File: src/rtl/conv_encoder_pkg.sv
`default_nettype none
// +------------------------------------------------------------------------+
// | Module   : conv_encoder_pkg                                            |
// | Purpose  : Shared code parameters and FSM state encoding for the       |
// |            rate-1/2 convolutional encoder. The same K/G0/G1 defaults   |
// |            are used by the decoder BMU and the loopback bench.         |
// | Contents : CONV_K, CONV_G0, CONV_G1, enc_state_t                       |
// | Revision : 1.0 - initial release                                       |
// +------------------------------------------------------------------------+
package conv_encoder_pkg;

  // Constraint length 7 gives 64 trellis states.
  localparam int         CONV_K  = 7;
  // Generator MSBs tap the current input bit.
  localparam logic [6:0] CONV_G0 = 7'o171;
  localparam logic [6:0] CONV_G1 = 7'o133;

  typedef enum logic [0:0] {
    ST_RUN  = 1'b0,
    ST_TAIL = 1'b1
  } enc_state_t;

endpackage : conv_encoder_pkg
`default_nettype wire

File: src/rtl/conv_encoder_if.sv
`default_nettype none
// +------------------------------------------------------------------------+
// | Module   : conv_encoder_if                                             |
// | Purpose  : Bit-in / symbol-out handshake bundle of the encoder.        |
// | Ports    : in_valid/in_ready/in_bit/in_last   bit stream side          |
// |            out_valid/out_ready/out_sym/out_last symbol stream side     |
// |            busy                                 encoder activity flag  |
// |            master: bit source + symbol consumer; slave: the encoder    |
// | Revision : 1.0 - initial release                                       |
// +------------------------------------------------------------------------+
interface conv_encoder_if;

  logic       in_valid;
  logic       in_ready;
  logic       in_bit;
  logic       in_last;
  logic       out_valid;
  logic       out_ready;
  logic [1:0] out_sym;
  logic       out_last;
  logic       busy;

  modport master (
    output in_valid, in_bit, in_last, out_ready,
    input  in_ready, out_valid, out_sym, out_last, busy
  );

  modport slave (
    input  in_valid, in_bit, in_last, out_ready,
    output in_ready, out_valid, out_sym, out_last, busy
  );

endinterface : conv_encoder_if
`default_nettype wire

File: src/rtl/conv_encoder_sym_gen.sv
`default_nettype none
// +------------------------------------------------------------------------+
// | Module   : conv_sym_gen                                                |
// | Purpose  : Combinational parity generator: register word {b, sr} ->    |
// |            2-bit code symbol {G1 parity, G0 parity}.                   |
// | Ports    : w   in  K  register word, w[K-1] is the current input bit   |
// |            sym out 2  {^(w & G1), ^(w & G0)}                           |
// | Revision : 1.0 - initial release                                       |
// +------------------------------------------------------------------------+
module conv_sym_gen
  import conv_encoder_pkg::*;
#(
  parameter int         K  = CONV_K,
  parameter logic [K-1:0] G0 = CONV_G0,
  parameter logic [K-1:0] G1 = CONV_G1
) (
  input  wire logic [K-1:0] w,
  output logic      [1:0]   sym
);

  assign sym = {^(w & G1), ^(w & G0)};

endmodule : conv_sym_gen
`default_nettype wire

File: src/rtl/conv_encoder.sv
`default_nettype none
// +------------------------------------------------------------------------+
// | Module   : conv_encoder                                                |
// | Purpose  : Rate-1/2 feedforward convolutional encoder with optional    |
// |            K-1 zero tail per frame, valid/ready on both sides.         |
// | Ports    : clk  in  clock, rising edge                                 |
// |            rst  in  asynchronous active-high reset                     |
// |            bus  slave side of conv_encoder_if (bit in, symbol out,     |
// |                 busy)                                                  |
// | Revision : 1.0 - initial release                                       |
// +------------------------------------------------------------------------+
module conv_encoder
  import conv_encoder_pkg::*;
#(
  parameter int           K       = CONV_K,
  parameter logic [K-1:0] G0      = CONV_G0,
  parameter logic [K-1:0] G1      = CONV_G1,
  parameter bit           TAIL_EN = 1'b1
) (
  input  wire logic         clk,
  input  wire logic         rst,
  conv_encoder_if.slave     bus
);

  localparam int             TCW       = $clog2(K);
  localparam logic [TCW-1:0] TAIL_INIT = TCW'(K - 2);

  enc_state_t     state;
  logic [K-2:0]   sr;        // sr[K-2] is the most recent past bit
  logic [TCW-1:0] tail_cnt;

  logic           load_ok;
  logic           accept;
  logic           tail_load;
  logic           b;
  logic [K-2:0]   sr_next;
  logic [1:0]     sym;

  // The single output register may be refilled when empty or being drained.
  assign load_ok   = !bus.out_valid || bus.out_ready;
  assign accept    = bus.in_valid && bus.in_ready;
  assign tail_load = (state == ST_TAIL) && load_ok;
  assign b         = (state == ST_RUN) ? bus.in_bit : 1'b0;
  assign sr_next   = {b, sr[K-2:1]};

  assign bus.in_ready = (state == ST_RUN) && load_ok;
  assign bus.busy     = (state == ST_TAIL) || bus.out_valid;

  conv_sym_gen #(
    .K  (K),
    .G0 (G0),
    .G1 (G1)
  ) u_sym_gen (
    .w   ({b, sr}),
    .sym (sym)
  );

  always_ff @(posedge clk or posedge rst) begin
    if (rst) begin
      state         <= ST_RUN;
      sr            <= '0;
      tail_cnt      <= '0;
      bus.out_valid <= 1'b0;
      bus.out_sym   <= 2'b00;
      bus.out_last  <= 1'b0;
    end else if (accept) begin
      bus.out_valid <= 1'b1;
      bus.out_sym   <= sym;
      bus.out_last  <= bus.in_last && !TAIL_EN;
      sr            <= sr_next;
      if (bus.in_last) begin
        if (TAIL_EN) begin
          state    <= ST_TAIL;
          tail_cnt <= TAIL_INIT;
        end else begin
          // Without a tail the next frame must still start from state 0.
          sr <= '0;
        end
      end
    end else if (tail_load) begin
      bus.out_valid <= 1'b1;
      bus.out_sym   <= sym;
      sr            <= sr_next;
      if (tail_cnt == '0) begin
        // K-1 zeros have been shifted in, so sr is all-zero here.
        bus.out_last <= 1'b1;
        state        <= ST_RUN;
      end else begin
        bus.out_last <= 1'b0;
        tail_cnt     <= tail_cnt - 1'b1;
      end
    end else if (bus.out_ready) begin
      bus.out_valid <= 1'b0;
      bus.out_last  <= 1'b0;
    end
  end

endmodule : conv_encoder
`default_nettype wire

File: src/flat_wrapper.sv
// flat-port wrapper written by rule: the top's interface ports become plain ports
module conv_encoder_flat import conv_encoder_pkg::*;
#(
  parameter int           K       = CONV_K,
  parameter logic [K-1:0] G0      = CONV_G0,
  parameter logic [K-1:0] G1      = CONV_G1,
  parameter bit           TAIL_EN = 1'b1
)
  (clk, rst, bus_in_valid, bus_in_bit, bus_in_last, bus_out_ready, bus_in_ready, bus_out_valid, bus_out_sym, bus_out_last, bus_busy);
  conv_encoder_if bus_i ();
  input  wire logic clk;
  input  wire logic rst;
  input wire logic [$bits(bus_i.in_valid)-1:0] bus_in_valid;
  input wire logic [$bits(bus_i.in_bit)-1:0] bus_in_bit;
  input wire logic [$bits(bus_i.in_last)-1:0] bus_in_last;
  input wire logic [$bits(bus_i.out_ready)-1:0] bus_out_ready;
  output wire logic [$bits(bus_i.in_ready)-1:0] bus_in_ready;
  output wire logic [$bits(bus_i.out_valid)-1:0] bus_out_valid;
  output wire logic [$bits(bus_i.out_sym)-1:0] bus_out_sym;
  output wire logic [$bits(bus_i.out_last)-1:0] bus_out_last;
  output wire logic [$bits(bus_i.busy)-1:0] bus_busy;
  assign bus_i.in_valid = bus_in_valid;
  assign bus_i.in_bit = bus_in_bit;
  assign bus_i.in_last = bus_in_last;
  assign bus_i.out_ready = bus_out_ready;
  assign bus_in_ready = bus_i.in_ready;
  assign bus_out_valid = bus_i.out_valid;
  assign bus_out_sym = bus_i.out_sym;
  assign bus_out_last = bus_i.out_last;
  assign bus_busy = bus_i.busy;
  conv_encoder #(.K(K), .G0(G0), .G1(G1), .TAIL_EN(TAIL_EN)) u_core (.clk(clk), .rst(rst), .bus(bus_i));
endmodule
File: config.mk
export PLATFORM = sky130hd
export DESIGN_NAME = conv_encoder_flat
export DESIGN_NICKNAME = d
export VERILOG_FILES = /design/src/rtl/conv_encoder_pkg.sv /design/src/rtl/conv_encoder_if.sv /design/src/rtl/conv_encoder_sym_gen.sv /design/src/rtl/conv_encoder.sv /design/src/flat_wrapper.sv
export SDC_FILE = /design/constraint.sdc
export NUM_CORES = 1
export LEC_CHECK = 0
export ABC_CLOCK_PERIOD_IN_PS = 2570
export CORE_ASPECT_RATIO = 1.25
export CORE_MARGIN = 5
export CORE_UTILIZATION = 30
export CTS_BUF_LIST = sky130_fd_sc_hd__clkbuf_4 sky130_fd_sc_hd__clkbuf_8
export DETAILED_ROUTE_END_ITERATION = 7
export SLEW_MARGIN = 20
export SYNTH_ARGS = -nofsm -noshare
export SYNTH_HDL_FRONTEND = slang
export SYNTH_SLANG_ARGS = --single-unit
export TNS_END_PERCENT = 10
File: constraint.sdc
create_clock -name clk -period 2.57 [get_ports clk]
set_input_delay 0.6425 -clock clk [delete_from_list [all_inputs] [get_ports clk]]
set_output_delay 0.6425 -clock clk [all_outputs]
set_load 0.05 [all_outputs]
After elaboration in Yosys (flattened, before gate mapping)
Index checks and enable logic that the tools add are counted.

storage, ports and cells
  flip-flop bits (word level) = 14
  input bits = 6
  logic and storage cells = 43

operators by class
  $add $sub $neg = 1
  eq/ne operators = 2
  muxes and demuxes = 19
  bitwise logic cells = 1
  reduce and logical (&&, ||, !) cells = 14

operator list
  operator                                               count
  parity 7 bit                                           2
  two-way mux 3 bit                                      4
  two-way mux 6 bit                                      2
  two-way mux 1 bit                                      11
  AND reduction 3 bit                                    2
  two-way mux 2 bit                                      2
  nonzero test 2 bit                                     2
  logical AND 1 bit                                      3
  zero test 3 bit                                        1
  nonzero test 3 bit                                     1
  subtractor 3 x 1 -> 3 bit, second input constant       1
  logical OR 1 bit                                       2
  inequality test 2 x 1 -> 1 bit, second input constant  1
  inequality test 2 bit, second input constant           1
  zero test 1 bit                                        1
  inverter 1 bit                                         1

Longest topological paths before layout
  depth in word-level cells = 6
  depth in mapped cells = 6
  depth with buffers taken out = 6

Cells and area by module
Synthesis repeated with hierarchy kept, for this count alone.

second synthesis, totals
  cell total of the unflattened synthesis = 63
  area total of the unflattened synthesis = 762.0 µm²

by module, submodules not included
  module        instances  cells each  area an instance (µm²)
  conv_encoder  1          59          689.4
  conv_sym_gen  1          4           72.6

Worst setup path after synthesis
OpenSTA, ideal clock, no wires.

  path kind = register to output
  start = register u_core.bus.out_valid
  end = output port bus_in_ready
  data arrival time = 1.504 ns
  data required time = 1.928 ns
  slack = 0.423 ns
  stages on the path, launching flop included = 3
  path buffers = 0
  cells stage by stage = dfrtp_1 nor2b_2 nor2_1

between the ends
  word-level cells in the longest chain between the ends = 3

ends and longest elaborated chain
  item                    line                   source
  from (decl)             conv_encoder_if.sv:30  output in_ready, out_valid, out_sym, out_last, busy
  from (signal assigned)  conv_encoder.sv:63     bus.out_valid <= 1'b0;
  from (signal assigned)  conv_encoder.sv:67     bus.out_valid <= 1'b1;
  from (signal assigned)  conv_encoder.sv:81     bus.out_valid <= 1'b1;
  zero test 1 bit         conv_encoder.sv:40     assign load_ok = !bus.out_valid || bus.out_ready;
  logical OR 1 bit        conv_encoder.sv:40
  logical AND 1 bit       conv_encoder.sv:46     assign bus.in_ready = (state == ST_RUN) && load_ok;
  to (decl)               flat_wrapper.sv:17     output wire logic [$bits(bus_i.in_ready)-1:0] bus_in_ready;

Every way passes these cells.

Worst setup path in the final report
  start = register u_core.state
  end = output port bus_busy

between the ends
  word-level cells in the longest chain between the ends = 1

ends and longest elaborated chain
  item                    line                source
  from (decl)             conv_encoder.sv:28  enc_state_t state;
  from (signal assigned)  conv_encoder.sv:60  state <= ST_RUN;
  from (signal assigned)  conv_encoder.sv:73  state <= ST_TAIL;
  from (signal assigned)  conv_encoder.sv:87  state <= ST_RUN;
  logical OR 1 bit        conv_encoder.sv:47  assign bus.busy = (state == ST_TAIL) || bus.out_valid;
  to (decl)               flat_wrapper.sv:21  output wire logic [$bits(bus_i.busy)-1:0] bus_busy;

Every way passes these cells.

==> results.md <==
* Crit start category: register
* Core Util, Final at 38.6%
* First-pass detailed-route iteration total at 3
* Final Worst Setup Slack at 0.129 ns
* Worst-path clk slew at 0.09 ns
* Cells after Synth at 75
* Setup Skew at 0.00261 ns
* Sequential share of power at 34.5%
* Worst R2R Setup Slack at 1.01 ns
* Cts bufs inserted at 3
* Final setup fails at 0
* Worst hold path class: reg -> reg
* Clock H-tree levels at 1
* Post-DRT Antenna Nets at 0
* Sw frac at 41.5%
* Bufs on Longest Clock Path at 2
* Logic pwr share at 51.9%
* Static Leak at 0.426 nW
* Largest net degree at the start of global routing at 15
* Post-synth ARST share at 100%
* Initial antenna violation count at 0
* Inst Count DP at 118
* R2R depth at 5
* Vias in the first global route at 603
* Top_reg_cell synth: dfrtp_1
* Syn. warnings at 0
* Detailed-route wire length at 1.41 mm
* Worst Setup End Kind: output port
* Yosys reg bits at 14
* RR Endpoint: u_core.tail_cnt[0]
* RR Startpoint: u_core.tail_cnt[0]
* Crit path arrival time at 1.80 ns
* Worst Setup SP: u_core.state
* Layout cells sized above 1 at 13.5%
* NetSw at 0.480 mW
* Yosys top cell by area: dfrtp_1
* Status: complete, no violations
* Mapped Area at 728 sq um
* First-pass GRT wire length at 2.49 mm
* Class of the most critical setup path: reg -> out
* Layout area overhead at 25.9%
* Initial core utilization at 30.6%
* Routed len/inst at 11.5 microns
* Worst-Skew Late Latency at 0.27 ns
* Hold_buf cts at 0
* Final Non-Filler Cells at 122
* Total global routing overflow at 0
* Hpwl dp at 1.08 mm
* Final #Nets at 98
* F_max at 410 MHz
* Min-delay src: u_core.sr[2]
* Max FO, Critical Path at 10
* Worst hold slack at 0.487 ns
* RSZ-0062 raised after global routing: no
* Internal cell power at 0.677 mW
* IO buf count at 11
* Max-cap violations at 0
* Commonest non-fill, non-tap cell in the layout: nand2_1
* Fin crit share at 95.0%
* Top cell type's share of synthesized area at 48.1%
* Final Max Tran Viols at 0
* Synth cell types at 28
* Vias/cell at 4.57
* Syn nets at 83
* Die ar. at 3520 sq um
* Die Height at 65.1 microns
* Post_cts resized at 0
* Peak VDD IR at 0.000530 V
* Clock power frac at 13.5%
* Most frequent cells in the layout: nand2_1 (21), dfrtp_1 (14), clkdlybuf4s50_1 (10)
* Min cycle time layout at 2.44 ns
* Total global-route track usage at 9.41%
* Post-Route Setup TNS at 0 ns
* Synthesized area per cell at 9.71 sq um
* ANT cells at 0
* Final Hold Fails at 0
* Worst EP required at 1.93 ns
* CTS tree: built
* Iter 0 DRT Violations at 2
* Root buffer cell: clkbuf_4
* Core area at 2380 sq um
* Drc violations at 0
* Pwr Density at 1260 nW/um^2
* Row Count at 20
* GP Congestion at 0.794
* Top cells by area, synth: dfrtp_1 (48%), nand2_1 (11%), a22o_1 (3.6%)
* Worst rel slew slack at 63.7%
* Chip width at 54.1 microns
* Clk sinks at 14
* Postcts setup bufs at 0
* Vias at 558
* Post-synth EDFFs at 0
* Worst slew pin tran at 0.544 ns
* Ports at 12
* Post-synthesis sequential area ratio at 48.1%
* CP endpoint: bus_busy
* Dpl ws at 0.298 ns
-- cell usage after synthesis, types with 2 or more instances --
library cell / number
o21ai_1: 3
nand3_1: 2
nor2_1: 2
o21ai_0: 3
inv_1: 3
nand2_1: 21
dfrtp_1: 14
xnor2_1: 3
nor2b_1: 2
a22o_1: 3
ha_1: 2
-- cell type report --
cell class                      count  area [sq um]
Timing Repair Buffer               12           128
Inverter                            3          11.3
Tap cell                           33          41.3
Fill cell                         241          1460
Multi-Input combinational cell     56           350
Sequential cell                    14           350
Clock buffer                        4          36.3
-- through the flow --
step / area (sq um) / power [mW]
6_report: 917 / 1.16
5_1_grt: 917 / 1.24
4_1_cts: 917 / 1.17
3_5_place_dp: 881 / 1.01
3_3_place_gp: 881 / 0.998
2_1_floorplan: 728 / 0.857
-- critical path: stages, from the launching register on --
cell and delay, ns:
dfrtp_1 0.50, or2_2 0.32, clkdlybuf4s50_1 0.70
-- cell families (layout without fill, tap and decap cells) --
group | count (synthesis) | count (layout) | share of synthesized area (%)
compound gates | 12 | 12 | 11.0
xor+xnor | 4 | 4 | 6.70
fa+ha+maj | 2 | 2 | 3.44
buf+inv | 5 | 19 | 3.78
flops | 14 | 14 | 48.1
mux | 1 | 1 | 1.37
simple gates | 37 | 37 | 25.6
-- flip-flops by register name (all words and copies together), names as in the netlist --
name,count
u_core.sr,6
u_core.tail_cnt,3
u_core.bus.out_valid,1
u_core.state,1
u_core.bus.out_last,1
u_core.bus.out_sym,2
-- power groups by stage --
stage	Sequential, mW	Clock (mW)	Combinational [mW]
floorplan	0.451	0	0.407
global placement	0.401	0	0.597
detailed placement	0.402	0	0.605
CTS	0.398	0.165	0.608
global route	0.413	0.174	0.658
finish	0.399	0.157	0.601
-- layer usage --
layer  vias up  track usage [%]  share of wire, %
met5         -                0                 0
met4         0             3.74              0.43
met3         2             2.30               4.4
met2         8             15.6                49
met1       270             11.3                46
li1        278                -                 -
-- worst min path at each step --
stage	cells past startpoint	slack [ns]	to
final	2	0.49	u_core.sr[2]
after global routing	2	0.52	u_core.sr[1]
after CTS	2	0.49	u_core.sr[1]
after detailed placement	2	0.47	u_core.sr[2]
after global placement	2	0.46	u_core.sr[1]
after floorplan	2	0.44	u_core.sr[1]
Power figures use the tool's default switching activity.
